==> src/rtl/pwm_capture.sv <==
// pwm_capture: measures an external PWM waveform and recovers its 8-bit duty
// code, floor(high*256/period), in the same scale the PWM generator accepts.
// A line with no rising edge for TIMEOUT_MUL*NOM cycles is reported as stuck,
// with duty forced to 0 or 255 according to the held level.
//
// Ports:
//   clk        system clock
//   rst_n      asynchronous active-low reset
//   pwm_in     asynchronous PWM input (synchronized internally)
//   duty       recovered duty code, held between updates
//   duty_valid one-cycle pulse when duty/period/stuck are updated
//   period     last accepted period in clock cycles
//   stuck      no rising edge seen within the timeout
module pwm_capture #(
  parameter int CLK_FREQ    = 50_000_000,
  parameter int PWM_FREQ    = 20_000,
  parameter int TIMEOUT_MUL = 4,
  parameter int MIN_PERIOD  = 16,
  localparam int NOM  = CLK_FREQ / PWM_FREQ,
  localparam int TMAX = TIMEOUT_MUL * NOM,
  localparam int W    = $clog2(TMAX) + 1
) (
  input  logic         clk,
  input  logic         rst_n,
  input  logic         pwm_in,
  output logic [7:0]   duty,
  output logic         duty_valid,
  output logic [W-1:0] period,
  output logic         stuck
);

  localparam logic [W-1:0] TMAX_W = W'(TMAX);
  localparam logic [W-1:0] MIN_W  = W'(MIN_PERIOD);

  typedef enum logic [1:0] {SEEK, MEASURE, DIVIDE} state_t;

  state_t         state, nxt;
  logic           s1, sync, prev;
  logic [W-1:0]   per, hi, p_lat;
  logic [W:0]     rem, rem_sh, rem_nx;
  logic [7:0]     quo;
  logic [2:0]     cnt;
  logic           to_done;  // timeout already reported; cleared by the next rise
  logic           rise, accept, timeout, ge;

  assign rise    = sync & ~prev;
  assign accept  = (state == MEASURE) && rise && (per >= MIN_W);
  // A rise in the same cycle wins over the timeout.
  assign timeout = (per == TMAX_W) && !rise && !to_done && (state != DIVIDE);

  // One restoring-division step per cycle; rem < p_lat holds between steps,
  // so the doubled remainder always fits in W+1 bits.
  assign rem_sh = {rem[W-1:0], 1'b0};
  assign ge     = rem_sh >= {1'b0, p_lat};
  assign rem_nx = ge ? rem_sh - {1'b0, p_lat} : rem_sh;

  always_comb begin
    nxt = state;
    case (state)
      SEEK:    if (rise) nxt = MEASURE;
      MEASURE: if (accept) nxt = DIVIDE;
               else if (timeout) nxt = SEEK;
      DIVIDE:  if (cnt == 3'd7) nxt = MEASURE;
      default: nxt = SEEK;
    endcase
  end

  always_ff @(posedge clk or negedge rst_n) begin
    if (!rst_n) state <= SEEK;
    else        state <= nxt;
  end

  always_ff @(posedge clk or negedge rst_n) begin
    if (!rst_n) begin
      s1 <= 1'b0; sync <= 1'b0; prev <= 1'b0;
      per <= '0; hi <= '0; p_lat <= '0; rem <= '0; quo <= '0; cnt <= '0;
      to_done <= 1'b0;
      duty <= '0; duty_valid <= 1'b0; period <= '0; stuck <= 1'b0;
    end else begin
      s1   <= pwm_in;
      sync <= s1;
      prev <= sync;
      duty_valid <= 1'b0;

      // Counters restart on every rise (accepted or not) and saturate at TMAX.
      if (rise) begin
        per <= W'(1);
        hi  <= W'(sync);
      end else begin
        if (per != TMAX_W)         per <= per + W'(1);
        if (sync && hi != TMAX_W)  hi  <= hi + W'(1);
      end

      if (rise)         to_done <= 1'b0;
      else if (timeout) to_done <= 1'b1;

      if (accept) begin
        p_lat <= per;
        rem   <= {1'b0, hi};
        quo   <= '0;
        cnt   <= '0;
      end

      if (state == DIVIDE) begin
        rem <= rem_nx;
        quo <= {quo[6:0], ge};
        cnt <= cnt + 3'd1;
        if (cnt == 3'd7) begin
          duty       <= {quo[6:0], ge};
          period     <= p_lat;
          duty_valid <= 1'b1;
          stuck      <= 1'b0;
        end
      end

      if (timeout) begin
        duty       <= {8{sync}};
        stuck      <= 1'b1;
        duty_valid <= 1'b1;
      end
    end
  end

endmodule

==> config.mk <==
export PLATFORM = sky130hd
export DESIGN_NAME = pwm_capture
export DESIGN_NICKNAME = d
export VERILOG_FILES = /design/src/rtl/pwm_capture.sv
export SDC_FILE = /design/constraint.sdc
export NUM_CORES = 1
export LEC_CHECK = 0
export BUFFER_PORTS_ARGS = -buffer_cell sky130_fd_sc_hd__clkbuf_2
export CAP_MARGIN = 20
export CELL_PAD_IN_SITES_DETAIL_PLACEMENT = 1
export CELL_PAD_IN_SITES_GLOBAL_PLACEMENT = 1
export CORE_UTILIZATION = 48
export DETAILED_ROUTE_END_ITERATION = 10
export GPL_TIMING_DRIVEN = 0
export PLACE_DENSITY = 0.9
export REMOVE_ABC_BUFFERS = 1
export SLEW_MARGIN = 10
export SYNTH_ARGS = -nofsm -noshare
export SYNTH_HDL_FRONTEND = slang
export SYNTH_SLANG_ARGS = --single-unit
==> constraint.sdc <==
create_clock -name clk -period 2.5 [get_ports clk]
set_input_delay 0.5 -clock clk [delete_from_list [all_inputs] [get_ports clk]]
set_output_delay 0.5 -clock clk [all_outputs]
set_load 0.05 [all_outputs]
==> After elaboration in Yosys (flattened, before gate mapping) <==
Index checks and enable logic that the tools add are counted.
{ "classes": {"addsub": 4, "n_lt_le_gt_ge": 2, "eq_ne": 10, "muxes": 27, "bitwise": 2, "n_reduce_logical": 18} }
{ "op_table": {"columns": ["cell", "n"], "rows": [
  ["2-to-1 mux 15 bit", 7],
  ["adder 15 x 1 -> 15 bit, second input constant", 2],
  ["!= test 15 x 14 -> 1 bit, second input constant", 2],
  ["2-to-1 mux 8 bit", 3],
  [">= comparator 16 x 15 -> 1 bit", 1],
  ["== test 15 x 14 -> 1 bit, second input constant", 1],
  [">= comparator 15 x 5 -> 1 bit, second input constant", 1],
  ["subtractor 15 bit", 1],
  ["2-to-1 mux 7 bit", 2],
  ["nonzero test 2 bit", 6],
  ["2-to-1 mux 1 bit", 8],
  ["2-to-1 mux 2 bit", 4],
  ["logical AND 1 bit", 6],
  ["2-to-1 mux 3 bit", 2],
  ["!= test 2 bit, second input constant", 3],
  ["case mux 2 bit (3 select lines)", 1],
  ["AND reduction 2 bit", 2],
  ["adder 3 x 1 -> 3 bit, second input constant", 1],
  ["== test 3 bit, second input constant", 1],
  ["!= test 3 bit, second input constant", 1],
  ["AND reduction 3 bit", 1],
  ["== test 2 x 1 -> 1 bit, second input constant", 1],
  ["== test 2 bit, second input constant", 1],
  ["logical NOT 1 bit", 2],
  ["3 further kinds", 3]
]} }
{ "word_totals": {"regBits": 101, "input_bits": 3, "out_inout_bits": 25, "wordCells": 78} }

==> Logic depth before layout (Yosys ltp) <==
Gate-level depths: netlist (run 1).
{ "depth": {"word_depth": 9, "depth_mapped": 10, "mapped_depth_nobuf": 9} }

==> Worst setup path after synthesis (run 1) <==
Ideal clock, no wire load.
{ "synth_path": {"path_type": "reg2reg", "start": "reg p_lat[0]", "end": "reg quo[0]", "setup_time_ns": 0.120, "arrival_time_ns": 2.058, "required_ns": 2.380, "slack_ns": 0.322, "path_stages_with_launch": 10, "n_path_buf": 1, "period_less_slack_ns": 2.178, "path_cell_list": "dfrtp_1 -> inv_1 -> fa_1 -> o21ai_0 -> a211oi_1 -> o21ai_0 -> and3_1 -> clkbuf_1 -> nor2_1 -> a31o_2"} }
{ "synth_between": {"elab_chain_len": 2} }
{ "synth_lines": {"columns": ["item", "line_no", "rtl"], "rows": [
  ["from (decl)", "39", "logic [W-1:0] per, hi, p_lat;"],
  ["from (signal assigned)", "98", "p_lat <= per;"],
  [">= comparator 16 x 15 -> 1 bit", "54", "assign ge = rem_sh >= {1'b0, p_lat};"],
  ["2-to-1 mux 7 bit", "104", "if (state == DIVIDE) begin"],
  ["to (signal assigned)", "106", "quo <= {quo[6:0], ge};"],
  ["to (decl)", "41", "logic [7:0] quo;"]
]} }
No other way between the ends.
A chain may end at the register's enable or synchronous reset.

==> Worst setup path after layout (run 1) <==
{ "layout_path": {"start": "reg per[4]", "end": "reg rem[6]"} }
{ "layout_between": {"elab_chain_len": 3} }
{ "layout_lines": {"columns": ["item", "line_no", "rtl"], "rows": [
  ["from (decl)", "39", null],
  ["from (signal assigned)", "90", "if (per != TMAX_W) per <= per + W'(1);"],
  [">= comparator 15 x 5 -> 1 bit", "47", "assign accept = (state == MEASURE) && rise && (per >= MIN_W);"],
  ["logical AND 1 bit", "47", null],
  ["nonzero test 2 bit (no line)", null, null],
  ["to (signal assigned)", "99", "rem <= {1'b0, hi};"],
  ["to (signal assigned)", "105", "rem <= rem_nx;"],
  ["to (decl)", "40", "logic [W:0] rem, rem_sh, rem_nx;"]
]} }
No other way between the ends.

==> impl_metrics.ini, run 1 <==
[worst_setup_path]
critPathMaxFanout = 11
crit_path_start_kind = flip-flop
path_buf_inv = 2
path_cells = or4_1, o311ai_4, buf_8, buf_6, mux2_2, nor2_1, a31oi_1
path_depth = 7
slowest_delay_ns = 0.60
rr_endpoint = rem[6]
cp_slowest_cell = or4_1
cp_top_family = simple AND/OR/NAND/NOR gates
path_class = reg -> reg
worstPathRequired_ns = 2.76
crit_arrival_ns = 2.71
rr_startpoint = per[4]
cp-startpoint = per[4]
crit_end = rem[6]
reg2reg_setup_slack_ns = 0.05
r2r_cells = 7
end_kind = flip-flop

[power_and_ir_drop]
switchingPower_mw = 3.332
p_int_mw = 4.110
p_comb_share_pct = 55.5
clkPwrFrac_pct = 17.5
peakVddDrop_v = 0.002337
p_leak_nw = 2.883
p_sw_share_pct = 44.77
power_density_mw_per_mm2 = 1235
seqPwrFrac_pct = 26.9
finalPower_mw = 7.443

[floorplan]
start_util_pct = 49.17
dieArea_sq_mm = 0.01153
num_io_pins = 28
fp.dieW_microns = 107.4
core_area_sq_mm = 0.01084
rows = 38
die_height_microns = 107.4

[cts]
root_buffer = clkbuf_8
hold_buffers = 0
clock-sinks = 101
cts-buffers-inserted = 9
clk_pin_slew_ns = 0.10
cts_buffer_depth = 2
insertion_delay_ns = 0.39
cts_max_level = 3
cts_tree = yes

[flow_run]
max_cap_violations = 0

[final_layout]
multiInputGateArea_sq_mm = 0.002684
synthToLayoutAreaGrowth_pct = 13.05
postLayoutCoreUtil_pct = 55.59
antennaDiodeCount = 0
register_area_sq_mm = 0.002529
fillers = 1215
nets = 609
stdcell_count = 729
drive_gt1_share_pct = 17.32

[synth]
synth-edff-count = 0
ys_seq_area_share_pct = 47.42
synth_top_cell_area_share_pct = 47.42
yosys_register_bits = 101
synth.area.top_cells = dfrtp_1 47%, nand2_1 5.6%, ha_1 4.9%, mux2_2 4.4%, nor2_1 3.5%
synth.avg_cell_area_sq_um = 9.501
syn_area_sq_mm = 0.005330
synth_cell_type_count = 53
synth_common_cells = 101 x dfrtp_1, 79 x nand2_1, 50 x nor2_1
synth-main-ff-cell = dfrtp_1
yosysMostFrequentCell = dfrtp_1
synth_top_area_cell = dfrtp_1
synthesis.instances = 561
async_flop_share_pct = 100.0
yosys_warnings = 0

[sta]
worst_pin_slew_ns = 1.073
slew_headroom_pct = 28.47
hold_slack_ns = 0.1512
slew_violations = 0
fin_skew_ns = 0.01243
max_freq_ghz = 0.4078
final_hold_viol_count = 0
post-route-min-period_ns = 2.452
min_period_over_period_pct = 98.09
setup_viol = 0
setup_tns_ns = 0

[placed_design]
hpwl_mm = 9.531
placed_cells = 705
gp_congestion = 0.8422
placement.io_buffers = 27

[detailed_routing]
vias = 4400
drc = 0
viasPerCell = 6.036
wl_per_cell_microns = 20.86
firstDrtPassIters = 4
ant_nets = 0
dr.first_iter.drc_count = 259
wirelength_mm = 15.21

[global_route]
grt_pass1_wl_mm = 23.63
antenna_found_initial = 0
track_usage_pct = 26.68
grt_pass1_vias = 4614
grt_overflow = 0
grt_max_degree = 102

[outcome]
outcome = finished, final reports clean

[worst_hold_path]
min_path_type = in -> async
## worst min-delay path by stage
stage / from / slack, ns / end
3_3_place_gp: s1 / 0.33 / sync
2_1_floorplan: rst_n / 0.20 / cnt[0]
6_report: rst_n / 0.15 / duty[2]
4_1_cts: pwm_in / 0.20 / s1
5_1_grt: pwm_in / 0.21 / s1
3_5_place_dp: s1 / 0.34 / sync
## repair_timing
| action | 4_1_cts | 5_1_grt |
|---|---|---|
| endpoints found under the setup margin | 25 | 14 |
| pin swaps | 1 | 5 |
| buffers inserted | 3 | 5 |
| gates resized for setup | 10 | 11 |
| endpoints found under the hold margin | 0 | 0 |
## placed cells by master, fill, tap and decap left out, types with 3 or more instances in the layout
master / n
a211oi_1: 4
a21o_1: 4
a21oi_1: 25
a31oi_1: 14
and3_1: 4
buf_4: 8
bufinv_16: 3
clkbuf_2: 26
clkbuf_8: 11
dfrtp_1: 100
ha_1: 21
inv_1: 24
mux2_2: 21
mux2i_1: 5
nand2_1: 77
nand2b_1: 5
nand3_1: 35
nand4_1: 7
nor2_1: 49
nor3_1: 8
o211ai_1: 5
o21a_1: 3
o21ai_0: 35
o21ai_1: 3
or3_1: 8
or4_1: 3
xnor2_1: 16
xor2_1: 14
## metal layers
layer / GRT usage, % / up-vias / wire length (microns)
li1: - / 1998 / -
met1: 32.56 / 2227 / 6356
met2: 46.50 / 124 / 7642
met3: 3.632 / 51 / 564
met4: 12.62 / 0 / 646
met5: 0 / - / 0
## power by group through the flow
| stage | registers, mW | clock network [mW] | logic (mW) |
|---|---|---|---|
| final | 2.01 | 1.30 | 4.13 |
| after global routing | 2.03 | 1.36 | 4.45 |
| after CTS | 1.99 | 1.31 | 3.71 |
| after detailed placement | 2.03 | 0 | 3.25 |
| after global placement | 2.01 | 0 | 3.08 |
| after floorplan | 1.96 | 0 | 2.55 |
## through the flow
stage / instance area [sq um] / setup WS (ns)
6_report: 6026 / 0.04774
5_1_grt: 6026 / -0.03359
4_1_cts: 5938 / 0.04159
3_5_place_dp: 5624 / -0.2666
3_3_place_gp: 5507 / -2.277
2_1_floorplan: 5196 / -0.8925
## area by class of cell
class / instances / area share [%]
multi-input cells: 408 / 44.54
flip-flops and latches: 101 / 41.96
repair buffers: 40 / 4.983
well taps: 140 / 2.907
clock buffers: 11 / 2.346
clock inverters: 5 / 1.765
inverters: 24 / 1.495
## registers in the layout, summed over array words and instances, names as in the netlist, 2 cells and up
name	cells
per	15
rem	15
quo	7
state	2
period	15
duty	8
cnt	3
p_lat	15
hi	15
## logic make-up (layout without fill, tap and decap cells)
kind of cell	after synthesis	after routing	share of synthesized area [%]
adders and majority gates	22	22	5.305
buffers and inverters	52	80	4.202
DFF	101	101	47.42
and+or+nand+nor	218	218	19.30
muxes	26	26	5.376
AOI/OAI and AO/OA	112	112	13.47
xor gates and xnor gates	30	30	4.930
(Power assumes the default switching activity.)
==> run 2, diff against run 1 <==
clock period = 2.6 ns   (was 2.5 ns; I/O delays follow)
==> run 2 against run 1 <==
  * Global-route usage fell by 0.43 points
  * Total power fell by 6.8%
  * Combinational power fell by 9.0%
  * Wire length fell by 4.9%
  * Worst hold slack improved by 0.066 ns
  * Cell area fell by 1.2%
  * Cell count fell by 0.69%
  * Clock-buffer cell count did not move
==> impl_metrics.ini, run 2 (synthesis gave the netlist of run 1 again) <==
[outcome]
outcome = finished, final reports clean

[worst_hold_path]
min_path_type = in -> async

[detailed_routing]
wl_per_cell_microns = 19.99
dr_wl_met2_mm = 7.431
wl_met1_mm = 6.238
drc = 0
wirelength_mm = 14.47
vias = 4345
ant_nets = 0
met3WireLength_microns = 405
viasPerCell = 6.001
dr.first_iter.drc_count = 399
firstDrtPassIters = 4
highest_layer = met4

[sta]
max_freq_ghz = 0.3967
setup_viol = 0
slew_headroom_pct = 28.98
worst_pin_slew_ns = 1.065
setup_tns_ns = 0
setup_ws_ns = 0.07937
fin_skew_ns = 0.01271
hold_slack_ns = 0.2169
min_period_over_period_pct = 96.95
final_hold_viol_count = 0
slew_violations = 0
post-route-min-period_ns = 2.521

[final_layout]
drive_gt1_share_pct = 15.58
fillers = 1208
synthToLayoutAreaGrowth_pct = 11.69
mostFrequentLayoutCell = dfrtp_1
nets = 604
final_cell_mix = 100 x dfrtp_1, 78 x nand2_1, 49 x nor2_1
antennaDiodeCount = 0
final_area_sq_mm = 0.005953

[worst_setup_path]
crit_path_start_kind = flip-flop
slowest_delay_ns = 0.60
worstPathRequired_ns = 2.86
critPathMaxFanout = 14
end_kind = flip-flop
path_class = reg -> reg
path_cells = or4_1, o311ai_4, buf_8, buf_6, mux2_2, nor2_1, a31oi_1
cp_slowest_cell = or4_1
crit_arrival_ns = 2.78

[placed_design]
place_area_sq_mm = 0.005624
placement.io_buffers = 27
place_ws_ns = -0.1666
hpwl_mm = 9.531
gp_congestion = 0.8422

[cts]
root_buffer = clkbuf_8
cts_buffer_depth = 2
hold_buffers = 0
clk_pin_slew_ns = 0.11
cts_tree = yes
cts-buffers-inserted = 9
clock-sinks = 101
cts_max_level = 3
insertion_delay_ns = 0.39

[floorplan]
dieArea_sq_mm = 0.01153
core_area_sq_mm = 0.01084
num_io_pins = 28
die_height_microns = 107.4
rows = 38
fp.dieW_microns = 107.4
start_util_pct = 49.17

[global_route]
track_usage_pct = 26.24
grt_pass1_vias = 4591
grt_pass1_wl_mm = 23.37
antenna_found_initial = 0
grt_overflow = 0
grt_max_degree = 102

[flow_run]
max_cap_violations = 0

[power_and_ir_drop]
peakVddDrop_v = 0.002340
power_density_mw_per_mm2 = 1165
p_leak_nw = 2.852
## run 2: cell types whose count changed in the layout (fill, tap and decap cells not counted), sizes merged
cell	change
buf	-5
## run 2: worst paths after layout
path | cells after the start | startpoint | to | slack (ns)
max | 7 | per[4] | rem[6] | 0.08
min | 1 | rst_n | duty[2] | 0.22
max reg2reg | 7 | per[4] | rem[6] | 0.08
min reg2reg | 0 | s1 | sync | 0.36
max in group asynchronous | 1 | rst_n | sync | 1.77
min in group clk | 1 | pwm_in | s1 | 0.24
## run 2: power by group
group	switching, mW	leakage (nW)	internal (mW)	total, mW
sequential	0.185	1.38	1.74	1.92
combinational	2.30	1.35	1.45	3.76
clock	0.581	0.120	0.670	1.25
## run 2: metrics by stage
stage / utilization, % / std cells / power, mW
after floorplan: - / 533 / 4.343
after global placement: 50.80 / 700 / 4.901
after detailed placement: 51.88 / 705 / 5.078
after CTS: 54.52 / 724 / 6.586
after global routing: 54.92 / 724 / 7.330
final: 54.92 / 724 / 6.933
## run 2: cell type report
cell class                      count  area (sq um)  area share (%)
Sequential cell                   101          2529           42.48
Clock buffer                       11         141.4           2.375
Clock inverter                      5         106.4           1.786
Tap cell                          140         175.2           2.942
Multi-Input combinational cell    408          2649           44.49
Inverter                           24         90.09           1.513
Timing Repair Buffer               35         262.8           4.414
## run 2: worst max-delay path, delay by kind of cell (launching register included)
family	cells	cell delay, ns
muxes	1	0.34
DFF	1	0.47
AOI/OAI and AO/OA	2	0.44
and+or+nand+nor	2	0.74
buffers and inverters	2	0.39
## run 2: layer usage
metal  vias up  GRT usage [%]
met2        93          45.67
li1       1986              -
met1      2237          32.45
met4         0          11.25
met3        29          3.753
met5         -              0
## run 2: repair_timing
action	in CTS	in global routing
setup buffers	3	0
pin swaps	1	1
endpoints found under the hold margin	0	0
resized for setup	4	9
setup endpoints to repair	17	16
==> run 3, diff against run 2 <==
CORE_MARGIN = 5   (was not set)
==> run 3 against run 2 <==
  * Setup slack better by 0.0054 ns
  * Largest cell class unchanged
  * First-iteration DRC count down 17%
  * Worst hold slack better by 0.0024 ns
  * Highest routed layer unchanged
  * Non-clock buffer count down 1
  * Maximum frequency up 0.21%
  * Via count up 0.18%
  * Critical path depth unchanged
==> impl_metrics.ini, run 3 (synthesis gave the netlist of run 1 again) <==
[outcome]
outcome = finished, final reports clean

[cts]
cts_max_level = 3
clock-sinks = 101
clk_pin_slew_ns = 0.10
cts_tree = yes
hold_buffers = 0
insertion_delay_ns = 0.39
root_buffer = clkbuf_8
cts-buffers-inserted = 9
cts_buffer_depth = 2

[power_and_ir_drop]
finalPower_mw = 6.827
peakVddDrop_v = 0.001468
p_leak_nw = 2.817
power_density_mw_per_mm2 = 1155

[placed_design]
gp_congestion = 0.8735
placed_cells = 705
placement.io_buffers = 27
hpwl_mm = 9.620
place_area_sq_mm = 0.005628

[sta]
worst_pin_slew_ns = 1.142
slew_violations = 0
setup_tns_ns = 0
slew_headroom_pct = 23.87
setup_viol = 0
fin_skew_ns = 0.01354
max_freq_ghz = 0.3976
final_hold_viol_count = 0
min_period_over_period_pct = 96.74
post-route-min-period_ns = 2.515

[final_layout]
register_area_sq_mm = 0.002530
stdcell_count = 723
synthToLayoutAreaGrowth_pct = 10.89
final_cell_mix = 99 x dfrtp_1, 78 x nand2_1, 49 x nor2_1
fillers = 1258
nets = 603
multiInputGateArea_sq_mm = 0.002656
final_area_sq_mm = 0.005911
mostFrequentLayoutCell = dfrtp_1
postLayoutCoreUtil_pct = 54.52
drive_gt1_share_pct = 16.47
antennaDiodeCount = 0

[floorplan]
dieArea_sq_mm = 0.01331
die_height_microns = 115.4
core_area_sq_mm = 0.01084
rows = 38
fp.dieW_microns = 115.4
start_util_pct = 49.17
num_io_pins = 28

[worst_setup_path]
crit_path_start_kind = flip-flop
critPathMaxFanout = 10
path_class = reg -> reg
worstPathRequired_ns = 2.86
end_kind = flip-flop
crit_arrival_ns = 2.78

[detailed_routing]
vias = 4353
wirelength_mm = 14.89
ant_nets = 0
dr.first_iter.drc_count = 333
firstDrtPassIters = 4
viasPerCell = 6.021
wl_per_cell_microns = 20.59
drc = 0

[global_route]
grt_overflow = 0
track_usage_pct = 23.71
grt_max_degree = 102
grt_pass1_vias = 4740
grt_pass1_wl_mm = 24.65
antenna_found_initial = 0

[flow_run]
max_cap_violations = 0

[worst_hold_path]
min_path_type = in -> async
run 3: cell count changes in the layout (fill, tap and decap cells not counted), sizes merged:
cell      before  now
clkinv         0    2
buf            8    7
clkinvlp       1    3
clkbuf        38   37
bufinv         3    1
inv           25   24
run 3: final cells by class:
class                   instances  area share, %
multi-input cells             408          44.94
flip-flops and latches        101          42.80
repair buffers                 34          4.382
well taps                     140          2.964
clock buffers                  10          2.329
inverters                      24          1.524
clock inverters                 6          1.058
run 3: routing by layer:
| layer | vias up | share of wire, % | global-route usage [%] |
|---|---|---|---|
| met5 | - | 0 | 0 |
| met4 | 0 | 2.2 | 7.512 |
| met3 | 30 | 3.8 | 4.526 |
| met2 | 106 | 52 | 42.67 |
| met1 | 2234 | 42 | 28.57 |
| li1 | 1983 | - | - |
run 3: critical path, stage by stage (launching register included):
cell      delay (ns)
dfrtp_1         0.42
ha_1            0.44
nand4_1         0.24
a211oi_1        0.45
o21ai_2         0.17
and3_4          0.28
nor2_2          0.25
a211oi_1        0.14
run 3: report_power, final:
| part | internal, mW | switching, mW | total, mW |
|---|---|---|---|
| logic | 1.45 | 2.39 | 3.84 |
| registers | 1.74 | 0.194 | 1.93 |
| clock network | 0.468 | 0.586 | 1.05 |
run 3: path summary, 6_finish.rpt:
| check | startpoint | endpoint | slack, ns | depth (start not counted) |
|---|---|---|---|---|
| max | rem[4] | rem[12] | 0.08 | 7 |
| min | rst_n | per[1] | 0.22 | 1 |
| max reg2reg | rem[4] | rem[12] | 0.08 | 7 |
| min reg2reg | s1 | sync | 0.36 | 0 |
| max in group asynchronous | rst_n | per[10] | 1.82 | 1 |
| min in group clk | pwm_in | s1 | 0.23 | 1 |
run 3: through the flow:
step / hold WS, ns / worst slack (ns)
3_5_place_dp: 0.3411 / -0.2858
2_1_floorplan: 0.2244 / -0.7925
6_report: 0.2193 / 0.08475
4_1_cts: 0.2133 / -0.006541
3_3_place_gp: 0.3355 / -2.134
5_1_grt: 0.2049 / -0.02259
run 3: what timing repair did:
item	CTS	global route
endpoints found under the hold margin	0	0
pin swaps	1	1
endpoints found under the setup margin	21	12
gates resized for setup	8	10
setup buffers	1	1
